## config.mk

```make
export PLATFORM = sky130hd
export DESIGN_NAME = por_reset_seq
export DESIGN_NICKNAME = d
export VERILOG_FILES = /design/src/rtl/por_seq_pkg.sv /design/src/rtl/por_rail_filt.sv /design/src/rtl/por_reset_seq.sv
export SDC_FILE = /design/constraint.sdc
export NUM_CORES = 1
export LEC_CHECK = 0
export ABC_AREA = 1
export BUFFER_PORTS_ARGS = -buffer_cell sky130_fd_sc_hd__buf_4
export CAP_MARGIN = 10
export CORE_MARGIN = 1.5
export CORE_UTILIZATION = 25
export DETAILED_ROUTE_END_ITERATION = 8
export RECOVER_POWER = 25
export SKIP_CTS_REPAIR_TIMING = 1
export SLEW_MARGIN = 0
export SYNTH_ARGS = -nofsm -noshare
export SYNTH_HDL_FRONTEND = slang
export SYNTH_SLANG_ARGS = --single-unit
```

## constraint.sdc

```tcl
create_clock -name osc_ck -period 2.9 [get_ports osc_ck]
set_input_delay 0.29 -clock osc_ck [delete_from_list [all_inputs] [get_ports osc_ck]]
set_output_delay 0.29 -clock osc_ck [all_outputs]
set_load 0.02 [all_outputs]
```

## src/rtl/por_seq_pkg.sv

```systemverilog
// Shared definitions for the power-on reset sequencer: default widths, the
// sequencer state encoding and the per-stage delay slice helper.
package por_seq_pkg;

    // Default geometry of the sequencer.
    localparam int unsigned DefNRails     = 2;
    localparam int unsigned DefNStages    = 3;
    localparam int unsigned DefSyncStages = 2;
    localparam int unsigned DefFiltW      = 8;
    localparam int unsigned DefDlyW       = 16;
    localparam int unsigned DefTmoW       = 20;

    // Widest stage_dly bus the slice helper can handle.
    localparam int unsigned MaxDlyBusW = 256;

    // Sequencer state encoding; the values are visible on seq_state.
    typedef logic [2:0] seq_state_t;
    localparam seq_state_t StIdle      = 3'd0;
    localparam seq_state_t StWaitRails = 3'd1;
    localparam seq_state_t StRelease   = 3'd2;
    localparam seq_state_t StRun       = 3'd3;
    localparam seq_state_t StFault     = 3'd4;

    // Returns the delay of stage k in the low dly_w bits; caller truncates.
    function automatic logic [MaxDlyBusW-1:0] stage_dly_slice(
        input logic [MaxDlyBusW-1:0] bus,
        input int unsigned           dly_w,
        input int unsigned           k
    );
        return bus >> (k * dly_w);
    endfunction

endpackage

```

## src/rtl/por_rail_filt.sv

```systemverilog
// One supply rail: multi-flop synchroniser followed by an asymmetric debounce
// (slow, counted rise; immediate fall).
module por_rail_filt
    import por_seq_pkg::*;
#(
    parameter int unsigned SYNC_STAGES = DefSyncStages,
    parameter int unsigned FILT_W      = DefFiltW
) (
    input  logic              osc_ck,
    input  logic              por,
    input  logic              pwup_in,
    input  logic [FILT_W-1:0] filt_thr,
    output logic              pwup_filt_d,
    output logic              pwup_filt
);

    logic [SYNC_STAGES-1:0] sync_d, sync_q;
    logic [FILT_W-1:0]      cnt_d, cnt_q;
    logic                   filt_q;
    logic                   synced;

    assign synced = sync_q[SYNC_STAGES-1];

    // Shift the raw comparator output into the synchroniser chain.
    always_comb begin
        sync_d = {sync_q[SYNC_STAGES-2:0], pwup_in};
    end

    // Count consecutive synced-high cycles (saturating); any low clears at once.
    always_comb begin
        cnt_d       = '0;
        pwup_filt_d = 1'b0;
        if (synced) begin
            cnt_d       = (cnt_q == '1) ? cnt_q : cnt_q + FILT_W'(1);
            pwup_filt_d = (cnt_d >= filt_thr);
        end
    end

    // State registers with synchronous reset.
    always_ff @(posedge osc_ck) begin
        if (por) begin
            sync_q <= '0;
            cnt_q  <= '0;
            filt_q <= 1'b0;
        end else begin
            sync_q <= sync_d;
            cnt_q  <= cnt_d;
            filt_q <= pwup_filt_d;
        end
    end

    assign pwup_filt = filt_q;

endmodule

```

## src/rtl/por_reset_seq.sv

```systemverilog
// Power-on reset sequencer: debounces N_RAILS power-good inputs, then releases
// N_STAGES reset domains in order with per-stage delays. Handles startup
// timeout (sticky fault) and brownout (abort and re-sequence).
module por_reset_seq
    import por_seq_pkg::*;
#(
    parameter int unsigned N_RAILS     = DefNRails,
    parameter int unsigned N_STAGES    = DefNStages,
    parameter int unsigned SYNC_STAGES = DefSyncStages,
    parameter int unsigned FILT_W      = DefFiltW,
    parameter int unsigned DLY_W       = DefDlyW,
    parameter int unsigned TMO_W       = DefTmoW
) (
    input  logic                      osc_ck,
    input  logic                      por,
    input  logic [N_RAILS-1:0]        pwup_in,
    input  logic [N_RAILS-1:0]        rail_en,
    input  logic [FILT_W-1:0]         filt_cnt,
    input  logic [N_STAGES*DLY_W-1:0] stage_dly,
    input  logic [TMO_W-1:0]          startup_tmo,
    input  logic                      force_short_oneshot,
    output logic [N_STAGES-1:0]       rst_out,
    output logic [N_RAILS-1:0]        pwup_filt,
    output logic                      all_good,
    output logic                      startup_timed_out,
    output logic                      brownout,
    output logic [2:0]                seq_state
);

    localparam int unsigned     IdxW    = (N_STAGES > 1) ? $clog2(N_STAGES) : 1;
    localparam logic [IdxW-1:0] LastIdx = IdxW'(N_STAGES - 1);

    logic [FILT_W-1:0]     filt_thr;
    logic [N_RAILS-1:0]    pwup_filt_d;
    logic                  all_good_d, all_good_q;
    seq_state_t            state_d, state_q;
    logic [IdxW-1:0]       idx_d, idx_q;
    logic [DLY_W-1:0]      dly_d, dly_q;
    logic [TMO_W-1:0]      tmo_d, tmo_q, tmo_inc;
    logic [N_STAGES-1:0]   rst_d, rst_q;
    logic                  timed_out_d, timed_out_q;
    logic                  brownout_d, brownout_q;
    logic [MaxDlyBusW-1:0] dly_bus;
    logic [DLY_W-1:0]      dly_first, dly_next;

    // Debounce threshold: zero behaves as one; the debug shortcut forces one.
    always_comb begin
        filt_thr = filt_cnt;
        if (force_short_oneshot || (filt_cnt == '0)) begin
            filt_thr = FILT_W'(1);
        end
    end

    for (genvar r = 0; r < N_RAILS; r++) begin : g_rail
        por_rail_filt #(
            .SYNC_STAGES(SYNC_STAGES),
            .FILT_W     (FILT_W)
        ) u_filt (
            .osc_ck     (osc_ck),
            .por        (por),
            .pwup_in    (pwup_in[r]),
            .filt_thr   (filt_thr),
            .pwup_filt_d(pwup_filt_d[r]),
            .pwup_filt  (pwup_filt[r])
        );
    end

    // The FSM looks at the next filter value so it reacts on the same edge
    // that the registered all_good flag changes.
    assign all_good_d = &(pwup_filt_d | ~rail_en);
    assign dly_bus    = MaxDlyBusW'(stage_dly);
    assign tmo_inc    = (tmo_q == '1) ? tmo_q : tmo_q + TMO_W'(1);

    // Stage delays are fetched at load time; the debug shortcut zeroes them.
    always_comb begin
        dly_first = DLY_W'(stage_dly_slice(dly_bus, DLY_W, 0));
        dly_next  = DLY_W'(stage_dly_slice(dly_bus, DLY_W, 32'(idx_q) + 1));
        if (force_short_oneshot) begin
            dly_first = '0;
            dly_next  = '0;
        end
    end

    // Sequencer next-state: rail wait, staged release, run and fault handling.
    always_comb begin
        state_d     = state_q;
        idx_d       = idx_q;
        dly_d       = dly_q;
        tmo_d       = tmo_q;
        rst_d       = rst_q;
        timed_out_d = timed_out_q;
        brownout_d  = brownout_q;
        unique case (state_q)
            StIdle: begin
                tmo_d   = '0;
                rst_d   = '1;
                state_d = StWaitRails;
            end
            StWaitRails: begin
                rst_d = '1;
                tmo_d = tmo_inc;
                if (all_good_d) begin
                    idx_d   = '0;
                    dly_d   = dly_first;
                    state_d = StRelease;
                end else if ((startup_tmo != '0) && (tmo_inc >= startup_tmo)) begin
                    timed_out_d = 1'b1;
                    state_d     = StFault;
                end
            end
            StRelease: begin
                if (!all_good_d) begin
                    // Rail lost mid-sequence: restart without flagging brownout.
                    rst_d   = '1;
                    idx_d   = '0;
                    tmo_d   = '0;
                    state_d = StWaitRails;
                end else if ((dly_q == '0) || force_short_oneshot) begin
                    rst_d[idx_q] = 1'b0;
                    if (idx_q == LastIdx) begin
                        state_d = StRun;
                    end else begin
                        idx_d = idx_q + IdxW'(1);
                        dly_d = dly_next;
                    end
                end else begin
                    dly_d = dly_q - DLY_W'(1);
                end
            end
            StRun: begin
                if (!all_good_d) begin
                    brownout_d = 1'b1;
                    rst_d      = '1;
                    idx_d      = '0;
                    tmo_d      = '0;
                    state_d    = StWaitRails;
                end
            end
            StFault: begin
                rst_d = '1;
            end
            default: begin
                rst_d   = '1;
                state_d = StIdle;
            end
        endcase
    end

    // Sequencer registers with synchronous reset.
    always_ff @(posedge osc_ck) begin
        if (por) begin
            state_q     <= StIdle;
            idx_q       <= '0;
            dly_q       <= '0;
            tmo_q       <= '0;
            rst_q       <= '1;
            timed_out_q <= 1'b0;
            brownout_q  <= 1'b0;
            all_good_q  <= 1'b0;
        end else begin
            state_q     <= state_d;
            idx_q       <= idx_d;
            dly_q       <= dly_d;
            tmo_q       <= tmo_d;
            rst_q       <= rst_d;
            timed_out_q <= timed_out_d;
            brownout_q  <= brownout_d;
            all_good_q  <= all_good_d;
        end
    end

    assign rst_out           = rst_q;
    assign all_good          = all_good_q;
    assign startup_timed_out = timed_out_q;
    assign brownout          = brownout_q;
    assign seq_state         = state_q;

endmodule

```

==> impl_metrics.yaml <==
synthesis:
  synth_area_um2: 5310
  synth.distinct_cells: 42
  mappedNetlistNets: 963
  ys_seq_elements: 69
  async_flop_share: 0
  yosysWarnings: 0
  synth_cells: 836
  yosysSeqAreaShare: 0.260
  synth_edf_count: 0
  ys.flop_type: "dfxtp_1"
  syn_area_per_cell_um2: 6.35
final_layout:
  seqCellArea_um2: 1410
  multi_input_comb_area_um2: 3750
  area_delta_synth_final_pct: 39.0
  fin_util: 0.352
  finalNetCount: 1102
  nFillCells: 2258
  final_common_cell: "nand2_1"
  drive_above_1_share: 0.294
  antenna_cells: 0
  fin_area_um2: 7380
  final_cells: 1255
  mostFrequentLayoutCells: "205 x nand2_1, 146 x buf_4, 99 x nor2_1"
critical_path:
  max_stage_delay_ns: 0.36
  arrival_ns: 3.07
  ff2ff_setup_slack_ns: 0.07
  crit_path_end_kind: "flip-flop"
  critPathTopFamily: "simple AND/OR/NAND/NOR gates"
  crit_type: "reg -> reg"
  path_cells: "ha_4 > nand3_2 > nor3_4 > buf_4 > buf_4 > xnor2_1 > nand2_1 > ha_1 > nand2_1 > o21a_1 > nand2_1 > nand2_2 > nand2_2 > nand2_4 > inv_2 > o211ai_1 > buf_4 > a21oi_1 > nor2_1"
  crit_path_max_fanout: 7
  start_kind: "flip-flop"
  crit_buf_inv: 4
  crit_required_ns: 3.14
  slowest_stage: "dfxtp_4"
grt:
  antenna_found_initial: 0
  grt_busiest_layer: "met2"
  use_met2: 0.228
  met1_usage: 0.183
  grt_usage: 0.142
  grt_overflow: 0
  grt_max_degree: 36
  grt_first_pass_wirelength_um: 24800
  grt_pass1_vias: 5231
  use_met3: 0.0401
hold_path:
  hold_path.class: "in -> reg"
power:
  peakVddDrop_v: 0.000277
  total_leakage_power_nw: 3.50
  powerDensity_nw_per_um2: 494
placed_design:
  dp.cells: 1224
  gp_congestion: 0.841
  postPlaceCellArea_um2: 6590
  hpwl_um: 11900
  io_buffers: 93
sta:
  report.final.slew_viol_count: 0
  fin_crit_sh: 0.976
  worstMarginPinSlew_ns: 0.438
  max_freq_mhz: 353
  maxSlewHeadroom: 0.707
  setup_viol: 0
  hold_viol: 0
  fin_crit_ns: 2.83
  fin_skew_ns: 0.00759
  setup_tns_ns: 0
  rsz0062_at_grt: "yes"
routing:
  drt_wl_total_um: 16200
  vias: 5776
  dr.pass1.iters: 5
  remaining_drc_errors: 0
  viasPerCell: 4.60
  ant_nets: 0
  drt-initial-drc-count: 344
  wire_per_inst_um: 12.9
clocking:
  cts_buffer_depth: 2
  htreeDepth: 3
  root_buffer: "clkbuf_16"
  numCtsBuffers: 9
  clk_pin_slew_ns: 0.06
  clkSinkCount: 69
  clk_latency_ns: 0.34
  cts_tree: "done"
die:
  ios: 94
  start_util: 0.253
  rows: 53
  core_area_um2: 21000
  dieWidth_um: 149
  dieArea_um2: 22100
  die_h_um: 149
job:
  cap_violations: 0
status:
  status: "finished clean"
## metrics by stage
stage               total power [mW]  worst slack [ns]  hold WS, ns
global route                    3.91            -0.166        0.172
finish                          3.65            0.0687        0.165
CTS                             3.53            -0.117        0.158
detailed placement              2.46           -0.0839        0.398
global placement                2.46            0.0325        0.389
floorplan                       2.07            0.0396        0.388
## area by class of cell
type,instances,share of cell area
repair buffers,153,0.163
well taps,275,0.0466
clock inverters,4,0.00305
clock buffers,12,0.0347
multi-input cells,636,0.508
inverters,106,0.0542
flip-flops and latches,69,0.190
## power breakdown
part | switching [mW] | total, mW | internal [mW]
Combinational | 0.899 | 1.46 | 0.560
Clock | 0.429 | 1.05 | 0.621
Sequential | 0.102 | 1.14 | 1.04
Total | 1.43 | 3.65 | 2.22
## metal layers
metal | vias to the layer above | part of all wire
met5 | - | 0
met4 | 0 | 0.017
met3 | 19 | 0.057
met2 | 135 | 0.48
met1 | 2637 | 0.45
li1 | 2985 | -
## flip-flops by register name, indices dropped and copies added (netlist names)
register and cells:
all_good 1, brownout 1, dly_q 16, g_rail.u_filt.cnt_q 16, g_rail.u_filt.pwup_filt 2, g_rail.u_filt.sync_q 4
idx_q 2, rst_out 3, seq_state 3, startup_timed_out 1, tmo_q 20
## kinds of logic (layout without fill, tap and decap cells)
family                     Yosys count  in the layout  synth area share
buffers and inverters              131            275            0.0999
and+or+nand+nor                    420            420             0.340
xor gates and xnor gates            27             27            0.0459
AOI/OAI and AO/OA                  143            143             0.147
muxes                                2              2           0.00377
adders and majority gates           44             44             0.104
DFF                                 69             69             0.260
## worst paths after layout
kind / startpoint / endpoint / cells after the start
setup / recovery: g_rail[1].u_filt.cnt_q[0]$_SDFF_PP0_ / idx_q[1]$_SDFFE_PP0P_ / 19
hold / removal: pwup_in[1] / g_rail[1].u_filt.sync_q[0]$_SDFF_PP0_ / 3
hold reg to reg: g_rail[0].u_filt.sync_q[0]$_SDFF_PP0_ / g_rail[0].u_filt.sync_q[1]$_SDFF_PP0_ / 2
setup reg to reg: g_rail[1].u_filt.cnt_q[0]$_SDFF_PP0_ / idx_q[1]$_SDFFE_PP0P_ / 19
## synth_stat cells, types with 3 or more instances
| cell | number | share of area |
|---|---|---|
| o21ai_2 | 3 | 0.0049 |
| nor4_1 | 7 | 0.0082 |
| clkbuf_1 | 8 | 0.0057 |
| xor2_1 | 20 | 0.033 |
| inv_1 | 95 | 0.067 |
| o21ai_0 | 44 | 0.041 |
| nor3_2 | 3 | 0.0057 |
| o21ai_1 | 5 | 0.0047 |
| inv_2 | 11 | 0.0078 |
| xnor2_1 | 6 | 0.0099 |
| nor2_4 | 3 | 0.0064 |
| o21a_1 | 3 | 0.0042 |
| dfxtp_1 | 69 | 0.26 |
| ha_1 | 44 | 0.10 |
| nand4_1 | 14 | 0.016 |
| o211ai_1 | 3 | 0.0042 |
| nor2_1 | 108 | 0.076 |
| nand3_1 | 33 | 0.031 |
| buf_4 | 5 | 0.0071 |
| nor2_2 | 6 | 0.0071 |
| a21oi_1 | 74 | 0.070 |
| nor3_1 | 11 | 0.010 |
| nand2_2 | 8 | 0.0094 |
| nand2_1 | 221 | 0.16 |
| buf_2 | 10 | 0.0094 |
## worst reg2reg max path, cell delays in order (launching register included)
cell and delay (ns):
dfxtp_4 0.36, ha_4 0.14, nand3_2 0.11, nor3_4 0.24
buf_4 0.15, buf_4 0.09, xnor2_1 0.13, nand2_1 0.08
ha_1 0.27, nand2_1 0.06, o21a_1 0.19, nand2_1 0.07
nand2_2 0.06, nand2_2 0.11, nand2_4 0.09, inv_2 0.07
o211ai_1 0.13, buf_4 0.19, a21oi_1 0.13, nor2_1 0.05
Power figures use the tool's default switching activity.
